**src/rtl/fsm_divider_pkg.sv**
```systemverilog
// Shared constants and state encoding for the sequential restoring divider.
package fsm_divider_pkg;

    localparam int DIVIDEND_W = 16;
    localparam int DIVISOR_W  = 8;
    localparam int STEPS      = DIVIDEND_W;

    // Encoding 2'd3 is unused and is steered back to IDLE by the FSM default arm.
    typedef enum logic [1:0] {
        IDLE = 2'd0,
        CALC = 2'd1,
        DONE = 2'd2
    } state_t;

endpackage

```
**src/rtl/fsm_divider_div_step.sv**
```systemverilog
// One combinational restoring-division step: shift in the next dividend bit,
// trial-subtract the divisor, and shift the resulting quotient bit into dq.
module div_step #(
    parameter int DIVIDEND_W = 16,
    parameter int DIVISOR_W  = 8
) (
    input  logic [DIVISOR_W-1:0]  pr,
    input  logic [DIVIDEND_W-1:0] dq,
    input  logic [DIVISOR_W-1:0]  dv,
    output logic [DIVISOR_W-1:0]  pr_next,
    output logic [DIVIDEND_W-1:0] dq_next
);

    logic [DIVISOR_W:0] t;
    logic [DIVISOR_W:0] diff;
    logic               ge;

    // Trial subtraction is one bit wider than the divisor; when t >= dv the
    // difference is strictly below dv, so it always fits back into pr.
    always_comb begin
        t       = {pr, dq[DIVIDEND_W-1]};
        ge      = (t >= {1'b0, dv});
        diff    = t - {1'b0, dv};
        pr_next = ge ? diff[DIVISOR_W-1:0] : t[DIVISOR_W-1:0];
        dq_next = {dq[DIVIDEND_W-2:0], ge};
    end

endmodule

```
**src/rtl/fsm_divider.sv**
```systemverilog
// 16-by-8 unsigned restoring divider, one quotient bit per clock, with an
// init/finished handshake matching the shift-add multiplier.
module fsm_divider
    import fsm_divider_pkg::*;
#(
    parameter int DIVIDEND_W = fsm_divider_pkg::DIVIDEND_W,
    parameter int DIVISOR_W  = fsm_divider_pkg::DIVISOR_W
) (
    input  logic                  clk,
    input  logic                  reset,
    input  logic                  init,
    input  logic [DIVIDEND_W-1:0] dividend,
    input  logic [DIVISOR_W-1:0]  divisor,
    output logic                  finished,
    output logic [DIVIDEND_W-1:0] quotient,
    output logic [DIVISOR_W-1:0]  remainder,
    output logic                  div_by_zero
);

    localparam int CNT_W = $clog2(DIVIDEND_W) + 1;
    localparam logic [CNT_W-1:0] LAST = CNT_W'(DIVIDEND_W - 1);

    state_t                state;
    logic [DIVIDEND_W-1:0] dq;
    logic [DIVISOR_W-1:0]  dv;
    logic [DIVISOR_W-1:0]  pr;
    logic [CNT_W-1:0]      cnt;
    logic [DIVISOR_W-1:0]  pr_next;
    logic [DIVIDEND_W-1:0] dq_next;

    div_step #(
        .DIVIDEND_W (DIVIDEND_W),
        .DIVISOR_W  (DIVISOR_W)
    ) u_step (
        .pr      (pr),
        .dq      (dq),
        .dv      (dv),
        .pr_next (pr_next),
        .dq_next (dq_next)
    );

    // Control FSM, datapath registers and result registers; results only move
    // on the final CALC edge or the divide-by-zero shortcut edge.
    always_ff @(posedge clk or posedge reset) begin
        if (reset) begin
            state       <= IDLE;
            dq          <= '0;
            dv          <= '0;
            pr          <= '0;
            cnt         <= '0;
            finished    <= 1'b0;
            quotient    <= '0;
            remainder   <= '0;
            div_by_zero <= 1'b0;
        end else begin
            case (state)
                IDLE: begin
                    if (init) begin
                        dq  <= dividend;
                        dv  <= divisor;
                        pr  <= '0;
                        cnt <= '0;
                        if (divisor == '0) begin
                            state       <= DONE;
                            finished    <= 1'b1;
                            quotient    <= '1;
                            remainder   <= dividend[DIVISOR_W-1:0];
                            div_by_zero <= 1'b1;
                        end else begin
                            state <= CALC;
                        end
                    end
                end
                CALC: begin
                    dq  <= dq_next;
                    pr  <= pr_next;
                    cnt <= cnt + 1'b1;
                    if (cnt == LAST) begin
                        state       <= DONE;
                        finished    <= 1'b1;
                        quotient    <= dq_next;
                        remainder   <= pr_next;
                        div_by_zero <= 1'b0;
                    end
                end
                DONE: begin
                    // Holding init high parks here; a new start needs init low first.
                    if (!init) begin
                        state    <= IDLE;
                        finished <= 1'b0;
                    end
                end
                default: begin
                    state    <= IDLE;
                    finished <= 1'b0;
                end
            endcase
        end
    end

endmodule

```
**config.mk**
```make
export PLATFORM = sky130hd
export DESIGN_NAME = fsm_divider
export DESIGN_NICKNAME = d
export VERILOG_FILES = /design/src/rtl/fsm_divider_pkg.sv /design/src/rtl/fsm_divider_div_step.sv /design/src/rtl/fsm_divider.sv
export SDC_FILE = /design/constraint.sdc
export NUM_CORES = 1
export LEC_CHECK = 0
export BUFFER_PORTS_ARGS = -buffer_cell sky130_fd_sc_hd__buf_2
export CORE_MARGIN = 8
export CORE_UTILIZATION = 35
export CTS_CLUSTER_SIZE = 24
export DETAILED_ROUTE_END_ITERATION = 10
export PLACE_DENSITY = 0.63
export SYNTH_ARGS = -nofsm -noshare
export SYNTH_HDL_FRONTEND = slang
export SYNTH_SLANG_ARGS = --single-unit
```
**constraint.sdc**
```tcl
create_clock -name clk -period 2.3 [get_ports clk]
set_clock_uncertainty 0.2 [all_clocks]
set_input_delay 0.46 -clock clk [delete_from_list [all_inputs] [get_ports clk]]
set_output_delay 0.46 -clock clk [all_outputs]
set_load 0.02 [all_outputs]
```
==> results.md, run 1 <==
* Result of the run: finished with violations
* Violations in the final reports: hold timing, setup timing
* Vias in the first global route at 2,778
* Max Clk Rate at roughly 430 MHz
* Total clock buffers created by CTS at 9
* Synth Warn # at 0
* TritonCTS clock tree: yes
* Number of antenna-violating nets in the routed design at 0
* Global routing usage summed across all routing layers at 12.9%
* Cell area after synthesis at 3260 µm²
* Global placer's final weighted congestion at 0.914
* Wire length per cell after detailed routing at 14.7 µm
* Max Root-Sink Buffers at 2
* Wire length of the first global-routing pass at 13.3 mm
* IR Drop Worst-Case VDD at 578 µV
* Top delay family on crit path: compound AO/OA/AOI/OAI gates
* CTS HTree Levels at 3
* Worst path buffer plus inverter count at 1
* Count of boundary I/O pins at 53
* Async set-reset flop share out of synthesis at 100%
* Req. time, crit path at 2.35 ns
* Final Net Count at between 400 and 500
* P&R area growth vs syn at 29.4%
* Post-synthesis register bit count at 65
* Routed wire length at 7.95 mm
* DRT Pass-1 Iters at 4
* Launching element type of the critical path: register
* Smallest setup slack after layout at -0.0452 ns
* Worst slew pin tran at 0.690 ns
* Sequential fraction of the synthesis area at between 40% and 50%
* Syn nets at 384
* Die outline area at 12,700 µm²
* Cell variety after synth at 43
* Iter 0 DRT Violations at 107
* Setup-failing EPs final at 2
* Number of antenna violations at the first check in global routing at 0
* Die outline width at 113 µm
* Area occupied by multi-input gates at 1590 µm²
* Post-Syn Instances at 346
* Final Max Tran Viols at 0
* Arr. time, crit path at roughly 2.4 ns
* Total leakage power at 1.95 nW
* Final Total Pwr at 0.00709 W
* Count of input and output buffers at 52
* Post-Route Hold Slack at -0.00348 ns
* EDFF count, synth at 0
* Clk root buf: clkbuf_8
* Final cycle utilization of the critical path at 102%
* Cell at the slowest stage of the critical path: dfrtp_1
* FF+latch area at 1630 µm²
* Worst-case setup slack after placement at -0.0638 ns
* Final critical delay including setup and external delays at ~2.3 ns
* Core Box Area at a little over 9000 µm²
* Vias at 2,728
* Leading register cell type out of synthesis: dfrtp_1
* Slew headroom at 53.9%
* Number of max-cap violations at 0
* Chain of cells forming the critical path: ha_1 -> a211oi_2 -> o21ai_2 -> a41oi_2 -> buf_12 -> mux2_4 -> o22ai_2
* Final design area excluding fillers at roughly 4200 µm²
* Average cell area after synthesis at 9.43 µm²
* Total cell area at the placement stage at 3900 µm²
* Filler cells at 842
* Number of clock sinks seen by CTS at 65
* Overall overflow remaining after global route at 0
* Post-layout instance count excluding filler cells at around 540
* Element type at the critical path end: register
* Number of placed cells counting well taps at 523
* Largest incremental delay on the critical path at 0.43 ns
* Die extent in y at 113 µm
* Maximum number of pins on one net before global-route repair at between 40 and 50
* Setup repair after global routing missed its margin: true
* Site row count at 35
* Worst hold path class: in2async
* Initial cell density of the core at 35.7%
* Number of diodes added for antenna fixing at 0
* # DRC at 0
* Final HPWL from detailed placement at just under 6 mm
* PwrDens at 1680 nW/µm²
* Layout cell share with drive strength beyond 1 at between 30% and 40%
* Critical Path Fanout Max at 6
* DR vias/cell at 5.04
* Clock transition at the register clock pins on the worst setup and hold paths after CTS at 0.08 ns
* Latest clock arrival within the worst-skew pair at around 0.34 ns
* Final hold violations at 3
* Setup CP Type: reg2reg
==> through the flow <==
stage	hold WS, ns	util, %	TNS, ns
CTS	0.0163	45.5	0
floorplan	0.250	-	0
global route	0.0292	46.2	-0.793
finish	-0.00348	46.2	-0.0628
detailed placement	0.279	42.6	-0.378
global placement	0.262	42.6	-0.157
==> final timing paths <==
kind	from	end	slack, ns	depth (start not counted)
setup / recovery	pr[6]$_DFFE_PP0P_	remainder[0]$_DFFE_PP0P_	-0.05	7
hold / removal	reset	remainder[3]$_DFFE_PP0P_	-0.003	2
setup reg to reg	pr[6]$_DFFE_PP0P_	remainder[0]$_DFFE_PP0P_	-0.05	7
hold reg to reg	cnt[4]$_DFFE_PP0P_	cnt[4]$_DFFE_PP0P_	0.29	2
max in group asynchronous	reset	dq[8]$_DFFE_PP0P_	1.35	3
min in group clk	divisor[7]	dv[7]$_DFFE_PP0P_	0.15	3
==> logic make-up after synthesis <==
group,count (synthesis),share of synthesized area (%)
AOI/OAI and AO/OA,83,15.3
xor gates and xnor gates,3,0.805
adders and majority gates,11,4.45
buffers and inverters,32,4.68
DFF,65,49.8
muxes,21,7.13
and+or+nand+nor,131,17.9
==> per-layer routing <==
layer  global-route usage, %  vias to the layer above  routed length (µm)
li1                        -                     1356                   -
met1                    16.3                     1307                3740
met2                    20.4                       56                3760
met3                    3.86                        9                 344
met4                    4.41                        0                 104
met5                       0                        -                   0
==> state kept, by name, summed over array words and instances (netlist names) <==
name / cells
dv: 8
div_by_zero: 1
state: 2
dq: 16
quotient: 16
remainder: 8
cnt: 5
pr: 8
finished: 1
==> synth_stat cells (6+ instances only) <==
cell,n,area share (%)
a21o_1,6,1.4
a21oi_1,14,2.1
clkbuf_1,8,0.92
dfrtp_1,65,50
ha_1,10,3.8
inv_1,14,1.6
mux2i_1,15,4.6
nand2_1,47,5.4
nand3_1,6,0.92
nor2_1,44,5.1
nor3_1,17,2.6
o21ai_0,35,5.4
o21ai_1,6,0.92
==> area by class of cell <==
class / count / area share [%]
timing repair buffer: 86 / 14.0
tap: 111 / 3.29
clock inverter: 7 / 2.40
sequential: 65 / 38.5
clock buffer: 9 / 2.93
inverter: 14 / 1.24
multi-input combinational: 249 / 37.6
==> placed cells by master (no fill, tap or decap), drive strengths merged <==
| cell | instances |
|---|---|
| a21oi | 14 |
| xnor2 | 1 |
| clkinvlp | 2 |
| nor2 | 45 |
| or3 | 1 |
| buf | 86 |
| a32oi | 1 |
| mux2 | 6 |
| nor3 | 17 |
| o21a | 3 |
| a311oi | 1 |
| a21o | 6 |
| xor2 | 2 |
| inv | 16 |
| a22o | 1 |
| nor2b | 2 |
| or4 | 2 |
| ha | 10 |
| bufinv | 2 |
| clkinv | 1 |
| and3 | 5 |
| a311o | 1 |
| o22ai | 4 |
| clkbuf | 9 |
| a41oi | 1 |
| a31oi | 4 |
| nand2b | 5 |
| a31o | 1 |
| fa | 1 |
| dfrtp | 65 |
| o21ai | 42 |
| a211oi | 2 |
| nand2 | 47 |
| mux2i | 15 |
| nand3 | 7 |
| o211ai | 2 |
==> power by group <==
part / switching, W / total, W / internal, W
combinational: 0.00203 / 0.00393 / 0.00190
sequential: 0.000364 / 0.00207 / 0.00170
clock: 0.000478 / 0.00110 / 0.000619
==> worst reg2reg max path: stages (launching register included) <==
cell and delay [ns]:
dfrtp_1 0.43, ha_1 0.37, a211oi_2 0.27, o21ai_2 0.09, a41oi_2 0.24, buf_12 0.16
mux2_4 0.32, o22ai_2 0.17
==> timing repair <==
action	in CTS	in global routing
endpoints found under the setup margin	12	16
pin swaps	4	5
setup buffers	1	1
cloned	0	0
hold buffers	0	0
gates resized for setup	7	11
Note: power is estimated with default switching activity, not from simulation.
==> run 2: changes to the inputs <==
CELL_PAD_IN_SITES_DETAIL_PLACEMENT = 2   (was default)
CELL_PAD_IN_SITES_GLOBAL_PLACEMENT = 2   (was default)
CORE_UTILIZATION = 31   (was 35)
PLACE_DENSITY = 0.82   (was 0.63)
TNS_END_PERCENT = 5   (was default)
==> run 2 against run 1 <==
Against the previous run:
- the run ends with setup timing left
- die area increased by 11%
- final cell count grew 5.4%
- via count is 8.2% higher
- critical endpoint is now remainder[2]$_DFFE_PP0P_
- largest cell class unchanged
==> results.md, run 2 (synthesized netlist as in run 1, its figures left out) <==
* Post-layout instance count excluding filler cells at 570 (+5.4%)
* Total cell area at the placement stage at 3930 µm² (+0.87%)
* Global placer's final weighted congestion at 0.853 (-6.7%)
* IR Drop Worst-Case VDD at 527 µV (-8.8%)
* TritonCTS clock tree: yes
* Largest registers ranked by flip-flop count: dq (16), quotient (16)
* Critical Path Fanout Max at 6 (unchanged)
* Clk root buf: clkbuf_8
* Layout cell share with drive strength beyond 1 at 32.7% (+1.6 points)
* Proportion of total power due to net switching at 43.2% (+2.7 points)
* Die outline area at 14,100 µm² (+11%)
* Slew headroom at 74.9% (+21 points)
* # DRC at 0 (unchanged)
* Count of input and output buffers at 52 (unchanged)
* Overall overflow remaining after global route at 0 (unchanged)
* Final hold violations at 0 (-3)
* Number of clock sinks seen by CTS at 65 (unchanged)
* Global routing usage summed across all routing layers at 16.4% (+3.5 points)
* Iter 0 DRT Violations at 103 (-3.7%)
* Largest incremental delay on the critical path at 0.40 ns (-0.03 ns)
* Total Neg Setup Slack at -1.50 ns (-1.44 ns)
* Initial cell density of the core at 31.8% (-3.9 points)
* Most common library cell in the layout ignoring fill and taps: dfrtp_1
* Latest clock arrival within the worst-skew pair at 0.35 ns (about the same)
* Final HPWL from detailed placement at 7.88 mm (+35%)
* P&R area growth vs syn at 31.6%
* Req. time, crit path at 2.37 ns (+0.02 ns)
* DRT Pass-1 Iters at 4 (unchanged)
* Final Max Tran Viols at 0 (unchanged)
* Die extent in y at 119 µm (+5.4%)
* Element type at the critical path end: register
* Worst hold path class: in2reg
* Launching element type of the critical path: register
* Number of antenna-violating nets in the routed design at 0 (unchanged)
* Max Root-Sink Buffers at 2 (unchanged)
* Total leakage power at 1.95 nW (+0.37%)
* Site row count at 37 (+5.7%)
* Clock Power Share at 14.2% (-1.3 points)
* Cell at the slowest stage of the critical path: dfrtp_1
* Switching power of the nets at 0.00329 W (+15%)
* Number of placed cells counting well taps at 550 (+5.2%)
* Final cycle utilization of the critical path at 106% (+4.1 points)
* Number of antenna violations at the first check in global routing at 0 (unchanged)
* Count of boundary I/O pins at 53 (unchanged)
* Arr. time, crit path at 2.51 ns (+0.11 ns)
* Vias in the first global route at 3,474 (+25%)
* Internal Dissipation at 0.00432 W (+2.5%)
* Final Net Count at 467 (+0.86%)
* Setup-failing EPs final at 17 (+15)
* Violations in the final reports: setup timing
* Combinational share of power at 58.2% (+2.8 points)
* DR vias/cell at 5.18 (+2.7%)
* Post-Route Hold Slack at 0.142 ns (+0.146 ns)
* Final Total Pwr at 0.00762 W (+7.4%)
* Routed wire length at 11.3 mm (+43%)
* PwrDens at 1770 nW/µm² (+5.6%)
* Setup repair after global routing missed its margin: true
* Number of max-cap violations at 0 (unchanged)
* Wire length per cell after detailed routing at 19.9 µm (+35%)
* Setup CP Type: reg2reg
* Core Box Area at 10,300 µm² (+12%)
* Vias at 2,951 (+8.2%)
* Die outline width at 119 µm (+5.4%)
* Worst slew pin tran at 0.376 ns (-0.314 ns)
* Max Clk Rate at 410 MHz (-3.9%)
* Result of the run: finished with violations
* Number of diodes added for antenna fixing at 0 (unchanged)
* Most used cells in the layout excluding fill and tap cells: 65 x dfrtp_1, 52 x buf_2, 45 x nand2_1, 43 x nor2_1, 32 x buf_4
* Final critical delay including setup and external delays at 2.44 ns (+0.0953 ns)
* Sequential group share of total power at 27.6% (-1.5 points)
* Smallest setup slack after layout at -0.140 ns (-0.0953 ns)
* Wire length of the first global-routing pass at 18.4 mm (+38%)
* Maximum number of pins on one net before global-route repair at 66 (+43%)
* Clock transition at the register clock pins on the worst setup and hold paths after CTS at 0.08 ns (about the same)
* Final design area excluding fillers at 4300 µm² (+1.7%)
* Total clock buffers created by CTS at 9 (unchanged)
* Chain of cells forming the critical path: inv_2 -> ha_4 -> a21o_1 -> a211oi_2 -> o21ai_2 -> a41oi_2 -> buf_12 -> mux2_4 -> a31oi_4
* CTS HTree Levels at 3 (unchanged)
-- run 2: power by group through the flow --
| stage | clock network, W | registers (W) | logic, W |
|---|---|---|---|
| finish | 0.00108 | 0.00211 | 0.00444 |
| global route | 0.00115 | 0.00217 | 0.00485 |
| CTS | 0.00111 | 0.00210 | 0.00426 |
| detailed placement | 0 | 0.00210 | 0.00395 |
| global placement | 0 | 0.00205 | 0.00365 |
| floorplan | 0 | 0.00225 | 0.00228 |
-- run 2: layout make-up --
| type | instances | area (µm²) |
|---|---|---|
| clock buffer | 11 | 131 |
| clock inverter | 5 | 80.1 |
| tap | 136 | 170 |
| timing repair buffer | 90 | 611 |
| multi-input combinational | 249 | 1620 |
| inverter | 14 | 52.6 |
| fill | 1140 | 5980 |
| sequential | 65 | 1630 |
-- run 2: routing by layer --
| metal | up-vias | wire length, µm | track usage (%) |
|---|---|---|---|
| li1 | 1362 | - | - |
| met1 | 1510 | 4590 | 18.1 |
| met2 | 58 | 6010 | 29.4 |
| met3 | 21 | 469 | 4.43 |
| met4 | 0 | 254 | 6.09 |
| met5 | - | 0 | 0 |
-- run 2: critical path, delay by kind of cell, from the launching register on --
family,cells,cell delay [ns]
AO/OA/AOI/OAI,5,0.95
multiplexers,1,0.33
adder cells (fa/ha/maj),1,0.20
flip-flops,1,0.40
buffers and inverters,2,0.27
-- run 2: per-stage QoR --
stage	worst slack [ns]	util, %
after global routing	-0.206	41.8
final	-0.140	41.8
after CTS	-0.0559	41.3
after floorplan	0.0135	-
after global placement	-0.0476	38.3
after detailed placement	-0.194	38.3
-- run 2: worst paths after layout --
path,startpoint,endpoint,slack [ns],depth (start not counted)
max,dv[6]$_DFFE_PP0P_,remainder[2]$_DFFE_PP0P_,-0.14,9
min in group asynchronous,reset,quotient[4]$_DFFE_PP0P_,0.53,4
min reg2reg,cnt[4]$_DFFE_PP0P_,cnt[4]$_DFFE_PP0P_,0.31,2
min,divisor[7],dv[7]$_DFFE_PP0P_,0.14,3
max in group asynchronous,reset,dv[5]$_DFFE_PP0P_,1.06,4
max reg2reg,dv[6]$_DFFE_PP0P_,remainder[2]$_DFFE_PP0P_,-0.14,9
-- run 2: what timing repair did --
item / in CTS / in global routing
hold buffers: 1 / 0
setup endpoints to repair: 30 / 31
gates cloned: 0 / 0
setup buffers: 2 / 1
pin swaps: 10 / 2
hold endpoints to repair: 46 / 0
gates resized for setup: 20 / 9
==> run 3: changes to the inputs <==
CORE_UTILIZATION = 33   (was 31)
CTS_BUF_LIST = sky130_fd_sc_hd__clkbuf_8   (was default)
PLACE_DENSITY = 0.86   (was 0.82)
==> run 3 against run 2 <==
Against the previous run:
- the flow still finishes with violations (setup timing)
- combinational power up 19%
- via count up 4.1%
- clock power up 6%
- critical path depth unchanged
- first-iteration DRC count up 3.9%
- hold slack better by 0.0040 ns
- critical path type unchanged
- critical endpoint is now remainder[6]$_DFFE_PP0P_
- highest routed layer unchanged
==> results.md, run 3 (synthesized netlist as in run 1, its figures left out) <==
* Switching power of the nets at 0.00389 W (+18%)
* CTS HTree Levels at 3 (unchanged)
* Count of cells along the worst register-to-register path at 9 (unchanged)
* Setup repair after global routing missed its margin: true
* Largest registers ranked by flip-flop count: dq (16), quotient (16)
* Number of placed cells counting well taps at 545 (-0.91%)
* Clock Power Share at 13.4% (-0.8 points)
* Result of the run: finished with violations
* Max Clk Rate at 400 MHz (-2.3%)
* Setup CP Type: reg2reg
* Critical Path Fanout Max at 3 (-3)
* Clock transition at the register clock pins on the worst setup and hold paths after CTS at 0.09 ns (about the same)
* Violations in the final reports: setup timing
* Final Total Pwr at 0.00860 W (+13%)
* Initial cell density of the core at 33.7% (+1.9 points)
* GR Util met1 at 23.4% (+5.3 points)
* Post-Route Hold Slack at 0.146 ns (+0.00396 ns)
* Die extent in y at 115 µm (-2.7%)
* Layout cell share with drive strength beyond 1 at 35.9% (+3.2 points)
* Cell at the slowest stage of the critical path: dfrtp_1
* Die outline area at 13,300 µm² (-5.2%)
* Vias at 3,073 (+4.1%)
* Smallest setup slack after layout at -0.198 ns (-0.0579 ns)
* Count of cell instances traversed by the critical path at 9 (unchanged)
* Req. time, crit path at 2.35 ns (-0.02 ns)
* # DRC at 0 (unchanged)
* Iter 0 DRT Violations at 107 (+3.9%)
* Wire length of the first global-routing pass at 21.7 mm (+18%)
* Most used cells in the layout excluding fill and tap cells: 65 x dfrtp_1, 52 x buf_2, 45 x nand2_1, 43 x nor2_1, 35 x buf_4
* Final Net Count at 470 (+0.64%)
* Global routing usage summed across all routing layers at 21.9% (+5.5 points)
* Number of diodes added for antenna fixing at 0 (unchanged)
* IR Drop Worst-Case VDD at 536 µV (+1.6%)
* Final Max Tran Viols at 0 (unchanged)
* Global placer's final weighted congestion at 0.859 (+0.70%)
* Setup-failing EPs final at 17 (unchanged)
* Number of clock sinks seen by CTS at 65 (unchanged)
* PwrDens at 1940 nW/µm² (+9.4%)
* Die outline width at 115 µm (-2.7%)
* Total clock buffers created by CTS at 9 (unchanged)
* Met3 global-route usage at 3.96% (-0.47 points)
* Internal Dissipation at 0.00471 W (+8.9%)
* First element of the critical path: dq[15]$_DFFE_PP0P_
* Worst hold path class: in2reg
* Worst path buffer plus inverter count at 1 (-1)
* Overall overflow remaining after global route at 0 (unchanged)
* Largest incremental delay on the critical path at 0.37 ns (-0.03 ns)
* Launching element type of the critical path: register
* Sequential group share of total power at 25.0% (-2.6 points)
* Slew headroom at 75.7% (+0.81 points)
* DR vias/cell at 5.39 (+4.1%)
* Total leakage power at 1.99 nW (+1.9%)
* Worst setup path end: remainder[6]$_DFFE_PP0P_
* Met2 usage in global routing at 39.8% (+10 points)
* Most common library cell in the layout ignoring fill and taps: dfrtp_1
* Number of antenna violations at the first check in global routing at 0 (unchanged)
* Global routing's busiest layer: met2
* FF-to-FF Start: dq[15]$_DFFE_PP0P_
* Combinational share of power at 61.6% (+3.4 points)
* Filler cells at 1,059 (-7.1%)
* Number of antenna-violating nets in the routed design at 0 (unchanged)
* Max Root-Sink Buffers at 2 (unchanged)
* Number of max-cap violations at 0 (unchanged)
* Clk root buf: clkbuf_8
* Latest clock arrival within the worst-skew pair at 0.36 ns (about the same)
* Post-layout instance count excluding filler cells at 570 (unchanged)
* Worst R2R End: remainder[6]$_DFFE_PP0P_
* Proportion of total power due to net switching at 45.2% (+2.0 points)
* Reg2Reg Setup Slack at -0.20 ns (-0.06 ns)
* Final cycle utilization of the critical path at 109% (+2.5 points)
* Routed wire length at 13.7 mm (+21%)
* DRT Pass-1 Iters at 4 (unchanged)
* Element type at the critical path end: register
* Chain of cells forming the critical path: inv_1 -> ha_2 -> fa_2 -> nand2b_4 -> a21oi_2 -> o21a_1 -> nor3_1 -> or3_4 -> o211ai_1
* Final hold violations at 0 (unchanged)
* Wire length per cell after detailed routing at 24.0 µm (+21%)
* Arr. time, crit path at 2.55 ns (+0.04 ns)
* Worst slew pin tran at 0.364 ns (-0.0122 ns)
* Site row count at 36 (-2.7%)
* P&R area growth vs syn at 35.7%
* Count of boundary I/O pins at 53 (unchanged)
* Maximum number of pins on one net before global-route repair at 46 (-30%)
* Count of input and output buffers at 52 (unchanged)
* TritonCTS clock tree: yes
* Vias in the first global route at 3,695 (+6.4%)
* Final HPWL from detailed placement at 8.24 mm (+4.6%)
* Final critical delay including setup and external delays at 2.50 ns (+0.0579 ns)
* Core Box Area at 9680 µm² (-5.8%)
* Top delay family on crit path: compound AO/OA/AOI/OAI gates
==> run 3: final cells by class <==
type,instances,area [µm²],share of cell area [%]
repair buffers,93,629,14.2
clock inverters,6,91.3,2.06
inverters,14,52.6,1.19
flip-flops and latches,65,1630,36.7
well taps,133,166,3.76
clock buffers,10,138,3.11
multi-input cells,249,1730,39.0
==> run 3: power by group through the flow <==
stage	logic (W)	registers, W	clock network [W]
after global placement	0.00363	0.00206	0
after detailed placement	0.00394	0.00211	0
final	0.00529	0.00215	0.00115
after floorplan	0.00228	0.00225	0
after CTS	0.00497	0.00213	0.00117
after global routing	0.00565	0.00221	0.00123
==> run 3: layer usage <==
layer	part of all wire, %	vias to the layer above
met5	0	-
met4	4.9	0
met3	4.0	45
met2	53	97
met1	38	1570
li1	-	1361
==> run 3: worst min path at each step <==
stage,from,to,slack [ns],cells past startpoint
2_1_floorplan,cnt[4]$_DFFE_PP0P_,cnt[4]$_DFFE_PP0P_,0.25,2
3_3_place_gp,reset,remainder[4]$_DFFE_PP0P_,0.24,2
3_5_place_dp,reset,remainder[3]$_DFFE_PP0P_,0.25,2
4_1_cts,divisor[5],dv[5]$_DFFE_PP0P_,0.13,3
5_1_grt,divisor[2],dv[2]$_DFFE_PP0P_,0.15,3
6_report,divisor[5],dv[5]$_DFFE_PP0P_,0.15,3
==> run 3: what timing repair did <==
action,CTS,global route
endpoints found under the hold margin,13,0
pin swaps,15,3
hold buffers,1,0
setup endpoints to repair,19,33
gates resized for setup,33,12
setup buffers,7,0
gates cloned,1,0
==> run 3: worst min-delay path: cells and delay by family <==
| kind | cells | cell delay (ns) |
|---|---|---|
| AND/OR/NAND/NOR | 1 | 0.04 |
| AO/OA/AOI/OAI | 1 | 0.06 |
| buffers and inverters | 1 | 0.09 |
==> run 3: per-stage QoR <==
| step | cell area, µm² | util (%) | setup TNS [ns] | setup slack, ns |
|---|---|---|---|---|
| finish | 4430 | 45.7 | -1.71 | -0.198 |
| global route | 4430 | 45.7 | -2.81 | -0.225 |
| floorplan | 3280 | - | 0 | 0.0135 |
| CTS | 4360 | 45.1 | -1.58 | -0.158 |
| global placement | 3890 | 40.1 | -0.00315 | -0.00315 |
| detailed placement | 3890 | 40.1 | -1.37 | -0.156 |
